File: src/rtl/peripheral_bin2bcd_gen.sv
// Memory-mapped binary-to-BCD converter with generic width/digit count.
// Sequential double-dabble engine converts one operand bit per clock.
module peripheral_bin2bcd_gen #(
    parameter int WIDTH  = 16,
    parameter int DIGITS = 5
) (
    input  logic        clock,
    input  logic        reset,
    input  logic [31:0] data_input,
    input  logic        chip_select,
    input  logic [4:0]  address,
    input  logic        read,
    input  logic        write,
    output logic [31:0] data_output
);

    localparam int RW = 4 * DIGITS;
    localparam int CW = $clog2(WIDTH + 1);

    localparam logic [4:0] ADDR_OPERAND = 5'h04;
    localparam logic [4:0] ADDR_CONTROL = 5'h08;
    localparam logic [4:0] ADDR_START   = 5'h0C;
    localparam logic [4:0] ADDR_STATUS  = 5'h10;
    localparam logic [4:0] ADDR_RES_LO  = 5'h14;
    localparam logic [4:0] ADDR_RES_HI  = 5'h18;

    typedef enum logic [1:0] {
        IDLE,
        LOAD,
        SHIFT
    } state_t;

    state_t state, state_next;

    logic [WIDTH-1:0] operand;
    logic             signed_mode;
    logic [WIDTH-1:0] magnitude;
    logic [RW-1:0]    shift_reg;
    logic [RW-1:0]    bcd_adj;
    logic [RW-1:0]    shift_next;
    logic [CW-1:0]    bit_count;
    logic [RW-1:0]    result;
    logic [63:0]      result_ext;
    logic             done;
    logic             negative;
    logic             overflow;
    logic             busy;
    logic             write_en;
    logic             read_en;
    logic             start_req;
    logic             last_shift;
    logic [31:0]      status;
    logic             unused_inputs;

    assign write_en   = chip_select & write;
    assign read_en    = chip_select & read;
    assign start_req  = write_en && (address == ADDR_START) && data_input[0];
    assign last_shift = (state == SHIFT) && (bit_count == CW'(WIDTH - 1));
    assign busy       = (state != IDLE);
    assign unused_inputs = ^data_input;

    // Add-3 correction on every digit that would reach 10 or more after doubling.
    always_comb begin
        bcd_adj = shift_reg;
        for (int d = 0; d < DIGITS; d++) begin
            if (shift_reg[4*d +: 4] >= 4'd5)
                bcd_adj[4*d +: 4] = shift_reg[4*d +: 4] + 4'd3;
        end
        shift_next = {bcd_adj[RW-2:0], magnitude[WIDTH-1]};
    end

    always_ff @(posedge clock or posedge reset) begin
        if (reset)
            state <= IDLE;
        else
            state <= state_next;
    end

    always_comb begin
        state_next = state;
        case (state)
            IDLE:    if (start_req) state_next = LOAD;
            LOAD:    state_next = SHIFT;
            SHIFT:   if (last_shift) state_next = IDLE;
            default: state_next = IDLE;
        endcase
    end

    // Register file and conversion datapath; a completion on the same edge as a
    // status read leaves done set.
    always_ff @(posedge clock or posedge reset) begin
        if (reset) begin
            operand     <= '0;
            signed_mode <= 1'b0;
            magnitude   <= '0;
            shift_reg   <= '0;
            bit_count   <= '0;
            result      <= '0;
            done        <= 1'b0;
            negative    <= 1'b0;
            overflow    <= 1'b0;
        end else begin
            if (write_en && (address == ADDR_OPERAND))
                operand <= data_input[WIDTH-1:0];
            if (write_en && (address == ADDR_CONTROL))
                signed_mode <= data_input[0];
            if (read_en && (address == ADDR_STATUS))
                done <= 1'b0;

            case (state)
                LOAD: begin
                    if (signed_mode && operand[WIDTH-1]) begin
                        magnitude <= ~operand + WIDTH'(1);
                        negative  <= 1'b1;
                    end else begin
                        magnitude <= operand;
                        negative  <= 1'b0;
                    end
                    shift_reg <= '0;
                    overflow  <= 1'b0;
                    bit_count <= '0;
                end
                SHIFT: begin
                    shift_reg <= shift_next;
                    magnitude <= {magnitude[WIDTH-2:0], 1'b0};
                    bit_count <= bit_count + CW'(1);
                    if (bcd_adj[RW-1])
                        overflow <= 1'b1;
                    if (last_shift) begin
                        result <= shift_next;
                        done   <= 1'b1;
                    end
                end
                default: ;
            endcase
        end
    end

    assign status     = {28'd0, overflow, negative, busy, done};
    assign result_ext = {{(64 - RW){1'b0}}, result};

    always_comb begin
        data_output = 32'd0;
        if (read_en) begin
            case (address)
                ADDR_STATUS: data_output = status;
                ADDR_RES_LO: data_output = result_ext[31:0];
                ADDR_RES_HI: data_output = result_ext[63:32];
                default:     data_output = 32'd0;
            endcase
        end
    end

endmodule

File: config.mk
export PLATFORM = sky130hd
export DESIGN_NAME = peripheral_bin2bcd_gen
export DESIGN_NICKNAME = d
export VERILOG_FILES = /design/src/rtl/peripheral_bin2bcd_gen.sv
export SDC_FILE = /design/constraint.sdc
export NUM_CORES = 1
export LEC_CHECK = 0
export CORE_ASPECT_RATIO = 2
export CORE_MARGIN = 3
export CORE_UTILIZATION = 50
export CTS_BUF_LIST = sky130_fd_sc_hd__clkbuf_8
export CTS_CLUSTER_SIZE = 25
export DETAILED_ROUTE_END_ITERATION = 6
export PLACE_DENSITY = 0.87
export SLEW_MARGIN = 20
export SYNTH_ARGS = -nofsm -noshare
export SYNTH_HDL_FRONTEND = slang
export SYNTH_SLANG_ARGS = --single-unit
File: constraint.sdc
create_clock -name clock -period 2.3 [get_ports clock]
set_clock_uncertainty 0.2 [all_clocks]
set_input_delay 0.23 -clock clock [delete_from_list [all_inputs] [get_ports clock]]
set_output_delay 0.23 -clock clock [all_outputs]
set_load 0.005 [all_outputs]
# Word level (Yosys, flattened, before mapping)
# Index checks and enable logic that the tools add are counted.
# Widths: inputs -> output; s select.
[word_totals] in_bits=42 elab_cells=69 register_bits=83
[op_classes] n_eq_ne=11 n_bitwise=3 order_cmp=5 muxes=20 reduce_logical=13 n_addsub=7
[ops] operator="$pmux 20 s2" n=2
[ops] operator="$pmux 16 s2" n=1
[ops] operator="$add 4x2->4 const B" n=5
[ops] operator="$ge 4x3->1 const B" n=5
[ops] operator="$mux 20" n=1
[ops] operator="$mux 4" n=5
[ops] operator="$add 16x1->16 const B" n=1
[ops] operator="$mux 16" n=1
[ops] operator="$not 16->16" n=1
[ops] operator="$eq 5x4->1 const B" n=3
[ops] operator="$eq 5x5->1 const B" n=2
[ops] operator="$pmux 5 s2" n=1
[ops] operator="$logic_and 1x1->1" n=7
[ops] operator="$ne 2x2->1 const B" n=3
[ops] operator="$pmux 2 s3" n=1
[ops] operator="$reduce_and 2->1" n=3
[ops] operator="$add 5x1->5 const B" n=1
[ops] operator="$eq 5x3->1 const B" n=1
[ops] operator="$mux 1" n=5
[ops] operator="$mux 2" n=2
[ops] operator="$reduce_bool 2->1" n=2
[ops] operator="$and 1x1->1" n=2
[ops] operator="$eq 2x1->1 const B" n=1
[ops] operator="$eq 2x2->1 const B" n=1
[ops] operator="other kinds (2)" n=2

# Logic depth before layout (Yosys ltp)
[logic_depth] depth_word=5 mapped_depth=8 depth_no_buf=7

# Least setup slack after synthesis
# OpenSTA, ideal clock, no wires.
[synth_timing] path_kind="register to register" from="register operand[0]" to="register magnitude[10]" path_slack_ns=0.167 required_ns=1.969 path_stages_with_launch=8 period_less_slack_ns=2.133 arrival_ns=1.802 cell_sequence="dfrtp_1 -> inv_1 -> ha_1 -> or3b_2 -> clkbuf_1 -> nor4b_1 -> mux2i_1 -> o22ai_1"
[synth_via] elab_chain_cells=4
[synth_rtl] element="start, declared" line_no="35" source="logic [WIDTH-1:0] operand;"
[synth_rtl] element="start signal, assigned" line_no="104" source="operand <= data_input[WIDTH-1:0];"
[synth_rtl] element="$not 16->16" line_no="113" source="magnitude <= ~operand + WIDTH'(1);"
[synth_rtl] element="$add 16x1->16" line_no="113"
[synth_rtl] element="$mux 16" line_no="112" source="if (signed_mode && operand[WIDTH-1]) begin"
[synth_rtl] element="$pmux 16 s2" line_no="110" source="case (state)"
[synth_rtl] element="end signal, assigned" line_no="113"
[synth_rtl] element="end signal, assigned" line_no="116" source="magnitude <= operand;"
[synth_rtl] element="end signal, assigned" line_no="125" source="magnitude <= {magnitude[WIDTH-2:0], 1'b0};"
[synth_rtl] element="end, declared" line_no="37" source="logic [WIDTH-1:0] magnitude;"
# No other way between the ends.
# A chain may end at the register's enable or synchronous reset.

# Worst setup path in the final report
[layout_timing] from="input address[1]" to="register operand[7]"
[layout_via] elab_chain_cells=2
[layout_rtl] element="start, declared" line_no="11" source="input logic [4:0] address,"
[layout_rtl] element="$eq 5x3->1" line_no="103" source="if (write_en && (address == ADDR_OPERAND))"
[layout_rtl] element="$logic_and 1x1->1" line_no="103"
# No other way between the ends.

==> metrics <==
status=finished clean; Clock Path Buffers=2; average wire per standard cell=~16 µm; worst slack on hold paths=191.5 ps; Die H=around 140 µm; maximum fanout encountered on the critical timing path=16; clock transition time at the flip-flop clock pins of the worst setup and hold paths=80 ps; gate family responsible for the most delay along the worst path=buffers and inverters; max_cap viols=0; total track usage=roughly a fifth; number of DRC markers in iteration 0=about 190; achievable frequency=451.7 MHz; post-synthesis cell count=446; maximum ir drop on the vdd rail=592.4 µV; routed via count divided by cell count=between 5 and 6; cell occurring most often along the worst timing path=buf_4; vias after detailed routing=approximately 3500; global-route wire length before repair=approximately 16 mm; total of warnings raised by yosys=0; Detail Route Antenna Nets=0; post-synthesis to final-layout area growth=20.98%; HPWL reported at the end of detailed placement=around 7.0 mm; ranking of synthesized cells by area=dfrtp_1 47%, mux2_2 6.1%, o21ai_0 5.0%; core region area=approximately 8600 µm²; first drt pass iteration count=6; launching element type of the critical path=input pin; number of failing hold endpoints at the final stage=0; net total in the final layout=560; proportion of layout cells with a drive suffix above 1=14.60%; starting density of the core=between 50% and 60%; number of global-route vias before repair=3620; CP required=roughly 2400 ps; count of final setup violators=0; max-slew violation count=0; min setup slack post-route=85.92 ps; crit path buf inv count=4; Clk Latency, worst-skew pair=360 ps; Critical Setup Path Class=input pin to flip-flop; number of distinct standard cells referenced by the synthesized netlist=50; library cell used as clock root buffer=clkbuf_8; Power Dens Cells=around 730 nW/µm²; pre-CTS setup slack=-241.8 ps; top flip-flop cell by instance count after synthesis=dfrtp_1; cell taking the most area after synthesis=dfrtp_1; GR Overflow Total=0; post-layout minimum cycle time=2214 ps; capturing element type of the critical path=flip-flop; Commonest cells post-synth=83 x dfrtp_1, 44 x o21ai_0, 37 x nand2_1; largest net degree at the start of global routing=39; antenna violations before repair=0; full die area=~10000 µm²; standby leakage power=2.663 nW; final estimated routing congestion in global placement=roughly 0.96; clock buffers created by TritonCTS=9; overall power consumption=3.924 mW; Port-buffer cells=between 40 and 50; diodes inserted=0; number of flops mapped to enable cells by yosys=0; fraction of registers with async set or reset after synthesis=100.0%; library cell with the highest instance count after synthesis=dfrtp_1; combined area of all synthesized cells=4437 µm²; number of flip-flops and latches in the synthesized netlist=83; CTS tree=done; Ports=74; DRC Markers=0; Post-DP Area=roughly 5000 µm²; slowest cell on the critical path=or3b_4; sum of negative setup slack=0 ps; number of rows in the core area=48; CP cell instances=clkdlybuf4s50_1 -> or3b_4 -> buf_4 -> buf_4 -> or4_1 -> buf_4 -> mux2_4; Critical Path AT=2260 ps; mean cell area of the mapped netlist=9.948 µm²; critical path's largest stage delay=420 ps; clock sink count=83; sequential fraction of the synthesis area=a little under half; final instance area=5368 µm²; level count of the clock H-tree=3; die width=about 73 µm; area share of the largest cell type after synthesis=46.81%; share of the clock period used by the worst path after layout=96.26%; wire length reported by the detailed router=approximately 9.8 mm; path category of the worst min-delay check=input pin to flip-flop
-- cells by family after synthesis --
group,after synthesis,share of synthesized area (%)
xor+xnor,14,2.764
mux,31,7.783
simple gates,114,14.24
buf+inv,73,7.783
fa+ha+maj,16,4.512
compound gates,114,16.02
other cells,1,0.08452
flops,83,46.81
-- report_power, final --
part	internal [mW]	switching [mW]	total, mW
combinational	0.471	0.654	1.13
clock	0.515	0.499	1.01
sequential	1.65	0.133	1.79
-- path summary, 6_finish.rpt --
kind	from	end	slack (ps)	cells past startpoint
worst max-delay path	address[1]	operand[7]$_DFFE_PP0P_	90	7
worst min-delay path	address[2]	signed_mode$_DFFE_PP0P_	190	4
worst max register to register	operand[10]$_DFFE_PP0P_	magnitude[15]$_DFFE_PP0P_	90	4
worst min register to register	result[12]$_DFFE_PP0P_	result[12]$_DFFE_PP0P_	270	2
max in group asynchronous	reset	result[14]$_DFFE_PP0P_	850	4
min in group asynchronous	reset	result[1]$_DFFE_PP0P_	520	3
-- what timing repair did --
item / in CTS / in global routing
gates resized for setup: 5 / 34
buffers inserted: 1 / 2
endpoints found under the hold margin: 7 / 0
endpoints found under the setup margin: 21 / 23
hold buffers: 1 / 0
gates cloned: 0 / 2
-- layout make-up --
| cell class | instances | area, µm² |
|---|---|---|
| timing repair buffer | 71 | 737.0 |
| fill | 700 | 3281 |
| clock inverter | 6 | 50.05 |
| tap | 100 | 125.1 |
| multi-input combinational | 301 | 2102 |
| inverter | 36 | 138.9 |
| sequential | 83 | 2077 |
| clock buffer | 10 | 137.6 |
-- layout by cell type, fill, tap and decap left out, types with 12 or more instances in the layout --
cell type	n
a21oi_1	15
o22ai_1	21
ha_1	14
conb_1	12
inv_1	39
mux2_2	24
o21ai_0	43
clkdlybuf4s50_1	24
buf_4	20
dlymetal6s2s_1	21
dfrtp_1	83
and2_1	18
nand2_1	37
-- worst reg2reg max path, stage by stage, from the launching register on --
cell and delay [ps]:
dfrtp_1 430, or4_1 650, or4_1 530, o21ai_1 150, a41o_1 180
-- per-stage QoR --
step                      instances  utilization [%]
after floorplan                 457                -
after global placement          585            57.93
after detailed placement        585            57.93
after CTS                       603            60.46
after global routing            607            62.07
final                           607            62.07
-- layer usage --
layer	vias to the layer above	track usage (%)	wire length [µm]
li1	1670	-	-
met4	0	9.533	246
met2	95	36.56	5770
met3	22	3.905	358
met1	1703	20.88	3436
met5	-	0	0
(Power assumes the default switching activity.)
